[config.mk]
export PLATFORM = sky130hd
export DESIGN_NAME = spi_job_loader
export DESIGN_NICKNAME = d
export VERILOG_FILES = /design/src/rtl/spi_job_loader.sv
export SDC_FILE = /design/constraint.sdc
export NUM_CORES = 1
export LEC_CHECK = 0
export CAP_MARGIN = 5
export CORE_UTILIZATION = 57
export CTS_BUF_LIST = sky130_fd_sc_hd__clkbuf_8
export DETAILED_ROUTE_END_ITERATION = 12
export HOLD_SLACK_MARGIN = 0.03
export PLACE_DENSITY = 0.79
export SLEW_MARGIN = 20
export SYNTH_ARGS = -nofsm -noshare
export SYNTH_HDL_FRONTEND = slang
export SYNTH_SLANG_ARGS = --single-unit
[constraint.sdc]
create_clock -name clk_in -period 2.15 [get_ports clk_in]
set_clock_uncertainty 0.2 [all_clocks]
set_input_delay 0.43 -clock clk_in [delete_from_list [all_inputs] [get_ports clk_in]]
set_output_delay 0.43 -clock clk_in [all_outputs]
set_load 0.01 [all_outputs]
[src/rtl/spi_job_loader.sv]
// ============================================================================
// spi_job_loader
// ----------------------------------------------------------------------------
// Receives a mining job word over a mode-0 SPI link, which runs on a clock
// unrelated to clk_in, and presents it to a downstream hashing core through a
// valid/ready handshake.
//
// All three SPI inputs are brought into the clk_in domain through 2-flop
// synchronizers. SCK and CS get a third register so that edges can be
// detected. A small control FSM (IDLE -> SHIFT -> COMMIT) frames each
// transfer. At the end of a transfer it decides whether the shift register
// is loaded into the held job word.
//
// Build option:
//   SHAPOOL_JOB_LEN_CHECK_EN
//     Undefined (default): every transfer end commits, regardless of the bit
//     count. A short job is right-aligned and its upper bits are zero.
//     len_err_out is tied low.
//     Defined: a job commits only when exactly JOB_BITS bits arrived.
//     Otherwise the held job is left alone and len_err_out pulses.
//
// CNT_WIDTH must be chosen so that 2**CNT_WIDTH-1 > JOB_BITS. Then a
// saturated counter can never be mistaken for a correct length.
// The SCK rate must be at most one quarter of clk_in so that the synchronizer
// sees every SCK edge.
// ============================================================================
module spi_job_loader #(
    parameter int JOB_BITS  = 352,
    parameter int CNT_WIDTH = 9
) (
    input  logic                clk_in,
    input  logic                reset_n_in,
    input  logic                sck0_in,
    input  logic                sdi0_in,
    input  logic                cs0_n_in,
    output logic [JOB_BITS-1:0] job_data_out,
    output logic                job_valid_out,
    input  logic                job_ready_in,
    output logic                busy_out,
    output logic                overrun_out,
    output logic                len_err_out
);

    localparam logic [CNT_WIDTH-1:0] CNT_MAX = {CNT_WIDTH{1'b1}};
    localparam logic [CNT_WIDTH-1:0] CNT_ONE = {{(CNT_WIDTH-1){1'b0}}, 1'b1};
    localparam logic [CNT_WIDTH-1:0] CNT_JOB = CNT_WIDTH'(JOB_BITS);

    typedef enum logic [1:0] {
        ST_IDLE   = 2'd0,
        ST_SHIFT  = 2'd1,
        ST_COMMIT = 2'd2
    } state_e;

    // ------------------------------------------------------------------
    // Synchronizer / edge-detect registers
    // ------------------------------------------------------------------
    logic sck_meta_q, sck_sync_q, sck_prev_q;
    logic sdi_meta_q, sdi_sync_q;
    logic cs_meta_q,  cs_sync_q,  cs_prev_q;

    // ------------------------------------------------------------------
    // Control and datapath registers
    // ------------------------------------------------------------------
    state_e                state_q;
    logic [CNT_WIDTH-1:0]  cnt_q;
    logic [JOB_BITS-1:0]   shift_q;
    logic [JOB_BITS-1:0]   job_data_q;
    logic                  job_valid_q;
    logic                  busy_q;
    logic                  overrun_q;
`ifdef SHAPOOL_JOB_LEN_CHECK_EN
    logic                  len_err_q;
`endif

    // ------------------------------------------------------------------
    // Derived combinational signals
    // ------------------------------------------------------------------
    logic                  sck_rise_s;
    logic                  cs_fall_s;
    logic                  cs_rise_s;
    logic                  consume_s;
    logic                  len_ok_s;
    logic [JOB_BITS-1:0]   shift_d;
    logic [CNT_WIDTH-1:0]  cnt_d;

    // Bring the asynchronous SPI pins into clk_in; the idle levels are sck=0, cs=1.
    always_ff @(posedge clk_in or negedge reset_n_in) begin
        if (!reset_n_in) begin
            sck_meta_q <= 1'b0;
            sck_sync_q <= 1'b0;
            sck_prev_q <= 1'b0;
            sdi_meta_q <= 1'b0;
            sdi_sync_q <= 1'b0;
            cs_meta_q  <= 1'b1;
            cs_sync_q  <= 1'b1;
            cs_prev_q  <= 1'b1;
        end else begin
            sck_meta_q <= sck0_in;
            sck_sync_q <= sck_meta_q;
            sck_prev_q <= sck_sync_q;
            sdi_meta_q <= sdi0_in;
            sdi_sync_q <= sdi_meta_q;
            cs_meta_q  <= cs0_n_in;
            cs_sync_q  <= cs_meta_q;
            cs_prev_q  <= cs_sync_q;
        end
    end

    assign sck_rise_s = sck_sync_q & ~sck_prev_q;
    assign cs_fall_s  = ~cs_sync_q & cs_prev_q;
    assign cs_rise_s  = cs_sync_q & ~cs_prev_q;
    assign consume_s  = job_valid_q & job_ready_in;

`ifdef SHAPOOL_JOB_LEN_CHECK_EN
    assign len_ok_s = (cnt_q == CNT_JOB);
`else
    assign len_ok_s = 1'b1;
`endif

    // Next shift-register value and saturating bit count for one captured SCK edge.
    always_comb begin
        shift_d = {shift_q[JOB_BITS-2:0], sdi_sync_q};
        if (cnt_q != CNT_MAX) begin
            cnt_d = cnt_q + CNT_ONE;
        end else begin
            cnt_d = cnt_q;
        end
    end

    // Transfer-framing FSM, together with the shift register, the held job and the handshake flags.
    always_ff @(posedge clk_in or negedge reset_n_in) begin
        if (!reset_n_in) begin
            state_q     <= ST_IDLE;
            cnt_q       <= {CNT_WIDTH{1'b0}};
            shift_q     <= {JOB_BITS{1'b0}};
            job_data_q  <= {JOB_BITS{1'b0}};
            job_valid_q <= 1'b0;
            busy_q      <= 1'b0;
            overrun_q   <= 1'b0;
`ifdef SHAPOOL_JOB_LEN_CHECK_EN
            len_err_q   <= 1'b0;
`endif
        end else begin
            // Pulses last one cycle unless they are re-armed below.
            overrun_q <= 1'b0;
`ifdef SHAPOOL_JOB_LEN_CHECK_EN
            len_err_q <= 1'b0;
`endif
            // The downstream core takes the job. A commit later in this cycle overrides this.
            if (consume_s) begin
                job_valid_q <= 1'b0;
            end else begin
                job_valid_q <= job_valid_q;
            end

            case (state_q)
                ST_IDLE: begin
                    if (cs_fall_s) begin
                        cnt_q   <= {CNT_WIDTH{1'b0}};
                        shift_q <= {JOB_BITS{1'b0}};
                        busy_q  <= 1'b1;
                        state_q <= ST_SHIFT;
                    end else begin
                        state_q <= ST_IDLE;
                    end
                end

                ST_SHIFT: begin
                    if (cs_rise_s) begin
                        busy_q  <= 1'b0;
                        state_q <= ST_COMMIT;
                    end else if (sck_rise_s && !cs_sync_q) begin
                        shift_q <= shift_d;
                        cnt_q   <= cnt_d;
                        state_q <= ST_SHIFT;
                    end else begin
                        state_q <= ST_SHIFT;
                    end
                end

                ST_COMMIT: begin
                    if (len_ok_s) begin
                        job_data_q  <= shift_q;
                        job_valid_q <= 1'b1;
                        // Losing an unconsumed job is only an overrun when it is not taken in this same cycle.
                        overrun_q   <= job_valid_q & ~job_ready_in;
                    end else begin
`ifdef SHAPOOL_JOB_LEN_CHECK_EN
                        len_err_q   <= 1'b1;
`endif
                    end
                    // A new transfer may already be starting; take it without dropping back to IDLE.
                    if (cs_fall_s) begin
                        cnt_q   <= {CNT_WIDTH{1'b0}};
                        shift_q <= {JOB_BITS{1'b0}};
                        busy_q  <= 1'b1;
                        state_q <= ST_SHIFT;
                    end else begin
                        state_q <= ST_IDLE;
                    end
                end

                default: begin
                    busy_q  <= 1'b0;
                    state_q <= ST_IDLE;
                end
            endcase
        end
    end

    assign job_data_out  = job_data_q;
    assign job_valid_out = job_valid_q;
    assign busy_out      = busy_q;
    assign overrun_out   = overrun_q;
`ifdef SHAPOOL_JOB_LEN_CHECK_EN
    assign len_err_out   = len_err_q;
`else
    assign len_err_out   = 1'b0;
`endif

endmodule

# ---- Word-level counts from Yosys, hierarchy flattened
# Cells that the tools add are included.
# Widths: inputs -> output; s select.
dict set report totals {
  regBits 717
  latchBits 0
  ramBits 0
  rom_bits 0
  inputBits 6
  output_inout_bits 356
  elab_cells 50
  n_memories 0
}
dict set report op_classes {
  add_sub_neg 0
  multipliers 0
  div_mod_pow 0
  magnitude_cmp 0
  n_eq_ne 6
  shifts 0
  n_mux 13
  bitwise 9
  reduce_logical 8
}
# op count
set ops {}
lappend ops {{$mux 352} 3}
lappend ops {{$pmux 352 s2} 1}
lappend ops {{$mux 1} 6}
lappend ops {{$ne 2x2->1 const B} 3}
lappend ops {{$and 1x1->1} 5}
lappend ops {{$not 1->1} 4}
lappend ops {{$pmux 2 s2} 1}
lappend ops {{$reduce_and 4->1} 1}
lappend ops {{$reduce_bool 2->1} 2}
lappend ops {{$eq 2x1->1 const B} 1}
lappend ops {{$eq 2x2->1 const B} 1}
lappend ops {{$logic_not 2->1} 1}
lappend ops {{$mux 2} 1}
lappend ops {{$ne 2x1->1 const B} 1}
lappend ops {{$pmux 1 s2} 1}
lappend ops {{$reduce_and 2->1} 1}
lappend ops {{$reduce_or 2->1} 1}
lappend ops {{$logic_and 1x1->1} 1}
lappend ops {{$logic_not 1->1} 1}

# ---- Longest topological paths before layout
# Gate-level depths: netlist of the first run.
dict set report logic_depth {
  depth_word 6
  mapped_depth 6
  depth_no_buf 3
}

# ---- Worst setup path before layout of the first run
# No wires, ideal clock.
dict set report synth_path {
  path_kind {register to register}
  startpoint {register cs_prev_q}
  endpoint {register shift_q[156]}
  t_arrival_ns 1.606
  t_required_ns 1.826
  path_slack_ns 0.220
  stages_incl_launch_ff 7
  path_buffers 3
  period_less_slack_ns 1.930
  cell_sequence {dfstp_2 or3b_1 clkbuf_1 clkbuf_1 clkbuf_1 nand2_1 mux2i_1}
}
dict set report synth_between {
  elab_chain_cells 4
  word_cells_on_any_way 6
}
# element line_no
set synth_rtl {}
lappend synth_rtl {{start: declaration} 59} ;# logic cs_meta_q, cs_sync_q, cs_prev_q;
lappend synth_rtl {{start signal: assignment} 105} ;# cs_prev_q <= cs_sync_q;
lappend synth_rtl {{$not 1->1} 111} ;# assign cs_rise_s = cs_sync_q & ~cs_prev_q;
lappend synth_rtl {{$and 1x1->1} 111}
lappend synth_rtl {{$ne 2x2->1 (no line)} --}
lappend synth_rtl {{$reduce_and 4->1 (no line) *} --}
lappend synth_rtl {{end signal: assignment} 135} ;# shift_q <= {JOB_BITS{1'b0}};
lappend synth_rtl {{end signal: assignment} 160} ;# shift_q <= {JOB_BITS{1'b0}};
lappend synth_rtl {{end signal: assignment} 173} ;# shift_q <= shift_d;
lappend synth_rtl {{end: declaration} 66} ;# logic [JOB_BITS-1:0] shift_q;
# Mark *: on every way between the ends. The rest lies on a longest branch, timed or not.
# A chain may end at the register's enable or synchronous reset.

# ---- Worst setup path in the final report of the first run
dict set report layout_path {
  startpoint {register state_q[1]}
  endpoint {register shift_q[190]}
}
dict set report layout_between {
  elab_chain_cells 4
  word_cells_on_any_way 10
}
# element line_no
set layout_rtl {}
lappend layout_rtl {{start: declaration} 64} ;# state_e state_q;
lappend layout_rtl {{start signal: assignment} 133} ;# state_q <= ST_IDLE;
lappend layout_rtl {{start signal: assignment} 162} ;# state_q <= ST_SHIFT;
lappend layout_rtl {{start signal: assignment} 164} ;# state_q <= ST_IDLE;
lappend layout_rtl {{$eq 2x2->1 / $logic_not 2->1 (equally long branches)} 156} ;# case (state_q)
lappend layout_rtl {{$reduce_or 2->1 (no line)} --}
lappend layout_rtl {{$ne 2x1->1 (no line) / $reduce_bool 2->1 (equally long branches)} --}
lappend layout_rtl {{$reduce_and 4->1 (no line)} --}
lappend layout_rtl {{end signal: assignment} 160}
lappend layout_rtl {{end signal: assignment} 173}
lappend layout_rtl {{end signal: assignment} 195} ;# shift_q <= {JOB_BITS{1'b0}};
# Several ways; a longest one is shown, not always the timed one.

==> flow_summary_export.csv, run 1 <==
group,metric,value,unit
sta,fmax,455,MHz
clocking,tritoncts,"built",
power,p_leak,19.2,nW
route,drc,0,
sta,hold_viol,0,
worst_setup_path,r2r_end,"shift_q[190]",
sta,fin_hold_ws,152,ps
clocking,cts_sinks,717,
sta,fin_ws,-48.0,ps
worst_setup_path,cp_max_fo,113,
placed_design,placement.cell_area,32700,um2
global_routing,grt_overflow,0,
run_status,status,"finished with violations",
sta,finalCriticalPeriod,2200,ps
clocking,path_clk_slew,60,ps
sta,tightest_slew,850,ps
worst_setup_path,path_class,"flip-flop to flip-flop",
clocking,cts_root_buffer,"clkbuf_8",
logic_synthesis,syn_area,28100,um2
route,dr.pass1.iters,5,
floorplan,die_h,224,um
route,ant_nets,0,
cells_and_area,drive_gt1_frac,0.0776,
global_routing,grt_max_degree,182,
floorplan,rows,81,
clocking,h-tree-depth,3,
cells_and_area,area_growth,23.4,%
worst_hold_path,min_from,"sdi_meta_q",
clocking,clock_latency,700,ps
job,cap_violations,0,
logic_synthesis,netlist_instances,2646,
route,route.vias.total,19400,
route,vias_per_cell,5.13,
worst_setup_path,r2r_start,"state_q[1]",
worst_setup_path,critical_path.startpoint_type,"flip-flop",
sta,period_share,1.02,
global_routing,grt_pass1_wl,102000,um
worst_hold_path,hold_end,"sdi_sync_q",
worst_setup_path,max_stage_delay,560,ps
logic_synthesis,synthDistinctLibCells,20,
logic_synthesis,ys_seq_elements,717,
sta,rsz0062_at_grt,"true",
logic_synthesis,avgSynthCellArea,10.6,um2
worst_setup_path,crit_chain,"nand2b_1 > or4b_4 > buf_12 > mux2i_1",
route,drt_iter0_drc,1240,
worst_setup_path,r2r_cells,4,
cells_and_area,fin_nets,3041,
global_routing,track_usage,0.254,
sta,setup_violations,44,
power,total_power,26.2,mW
power,vdd_drop_max,0.507,mV
power,powerDensity,757,nW/um2
cells_and_area,fin_cells,3785,
floorplan,die_area,50200,um2
run_status,violations,"negative setup slack",
placed_design,portBuffers,360,
worst_setup_path,cp.required,2480,ps
route,routed_wl,63000,um
cells_and_area,stdcell_area,34700,um2
worst_setup_path,crit_arrival,2530,ps
logic_synthesis,yosys_warnings,0,
placed_design,place_hpwl,41100,um
global_routing,grt_pass1_vias,20000,
floorplan,die_w,224,um
placed_design,place.gp.congestion,0.793,
logic_synthesis,synth-seq-area-share,0.638,
worst_setup_path,regToRegSetupSlack,-50,ps
worst_hold_path,whs_path_depth,0,
worst_setup_path,end_kind,"flip-flop",
floorplan,core-area,48700,um2
clocking,clock_path_buffers,3,
worst_hold_path,hp-class,"flip-flop to flip-flop",
clocking,cts_buffers,112,
global_routing,grt_antenna_before_repair,0,
floorplan,start_util,0.577,
sta,max_slew_margin,0.433,
route,wl_per_cell,16.7,um
sta,setup-tns-final,-920,ps
placed_design,dp.cells,3576,
logic_synthesis,synth_fp_nets,2652,
sta,slew_viol_final,0,
floorplan,io_pins,362,
worst_setup_path,cp_slowest_cell,"or4b_4",
critical path, delay by kind of cell, from the launching register on:
family | cells | cell delay (ps)
AND/OR/NAND/NOR | 2 | 750
flip-flops | 1 | 410
buffers and inverters | 1 | 300
multiplexers | 1 | 230
cell type report:
| cell class | count | area [um2] |
|---|---|---|
| clock buffers | 145 | 2000 |
| inverters | 352 | 1320 |
| well taps | 664 | 831 |
| diodes | 1 | 2.50 |
| flip-flops and latches | 717 | 17900 |
| fillers | 3498 | 14100 |
| multi-input cells | 1420 | 8030 |
| repair buffers | 432 | 4280 |
| clock inverters | 54 | 287 |
per-stage QoR:
stage	setup slack (ps)	utilization
after floorplan	220	-
after global placement	54.0	0.671
after detailed placement	6.50	0.671
after CTS	-12.0	0.711
after global routing	-86.3	0.712
final	-48.0	0.712
per-layer routing:
layer  vias up  wire length [um]  share of wire  track usage
met5         -                 0              0            0
met4         0              1540          0.024       0.0946
met3        98              3220          0.051       0.0479
met2       488             31100           0.49        0.415
met1      9719             27200           0.43        0.339
li1       9101                 -              -            -
worst max path at each step:
stage / start / end / slack (ps)
final: state_q[1] / shift_q[190] / -50
after global routing: state_q[1] / shift_q[190] / -90
after CTS: state_q[1] / shift_q[178] / -10
after detailed placement: state_q[1] / shift_q[186] / 7
after global placement: state_q[1] / shift_q[189] / 50
after floorplan: cs_prev_q / shift_q[156] / 220
Yosys cell counts:
library cell  instances  area, um2
nand2b_1              3       18.8
nand2_1             704       2640
buf_4                 1       7.51
or4b_1                1       10.0
buf_6                31        349
o21ai_0             353       1770
conb_1                1       3.75
clkbuf_1            114        428
nor2b_1               1       6.26
a21bo_2               1       10.0
dfrtp_1             714      17900
or3b_1                1       8.76
nor2_1                1       3.75
buf_2                 8       40.0
mux2_2                1       11.3
nor3b_1               1       7.51
inv_1               352       1320
mux2i_1             352       3520
buf_1                 3       11.3
dfstp_2               3       78.8
what timing repair did:
action	in CTS	in global routing
gates resized for setup	355	3
setup endpoints to repair	357	125
cloned	0	1
setup buffers	3	0
hold buffers	5	0
endpoints found under the hold margin	609	0
logic make-up (layout without fill, tap and decap cells):
group / after synthesis / after routing / synth area share
compound gates: 354 / 354 / 0.0632
buf+inv: 509 / 983 / 0.0767
flops: 717 / 717 / 0.638
mux: 353 / 353 / 0.126
other cells: 1 / 2 / 0.000133
simple gates: 712 / 712 / 0.0959
placed cells by master (no fill, tap or decap), drive strengths merged, types with 2 or more instances in the layout:
cell	synthesis	routed
dfrtp	714	714
nand2	704	704
inv	352	387
dlygate4sd2	0	355
o21ai	353	353
mux2i	352	352
clkbuf	114	146
buf	43	68
clkinv	0	13
clkinvlp	0	4
dlygate4sd3	0	4
clkdlybuf4s50	0	4
dfstp	3	3
nand2b	3	3
bufinv	0	2
report_power, final:
part	switching, mW	internal [mW]	total, mW
logic	0.907	0.366	1.27
registers	0.0254	13.5	13.6
clock network	5.17	6.24	11.4
total	6.10	20.1	26.2
(Power assumes the default switching activity.)
==> inputs of run 2 (changes only) <==
Settings changed: CAP_MARGIN 5 to not set.
==> results of run 2 <==
Final layout, timing and power as in run 1 (identical DEF).
==> inputs of run 3 (changes only) <==
Settings changed: ABC_CLOCK_PERIOD_IN_PS set to 2150.
==> results of run 3 <==
Final layout, timing and power as in run 1 (identical DEF).
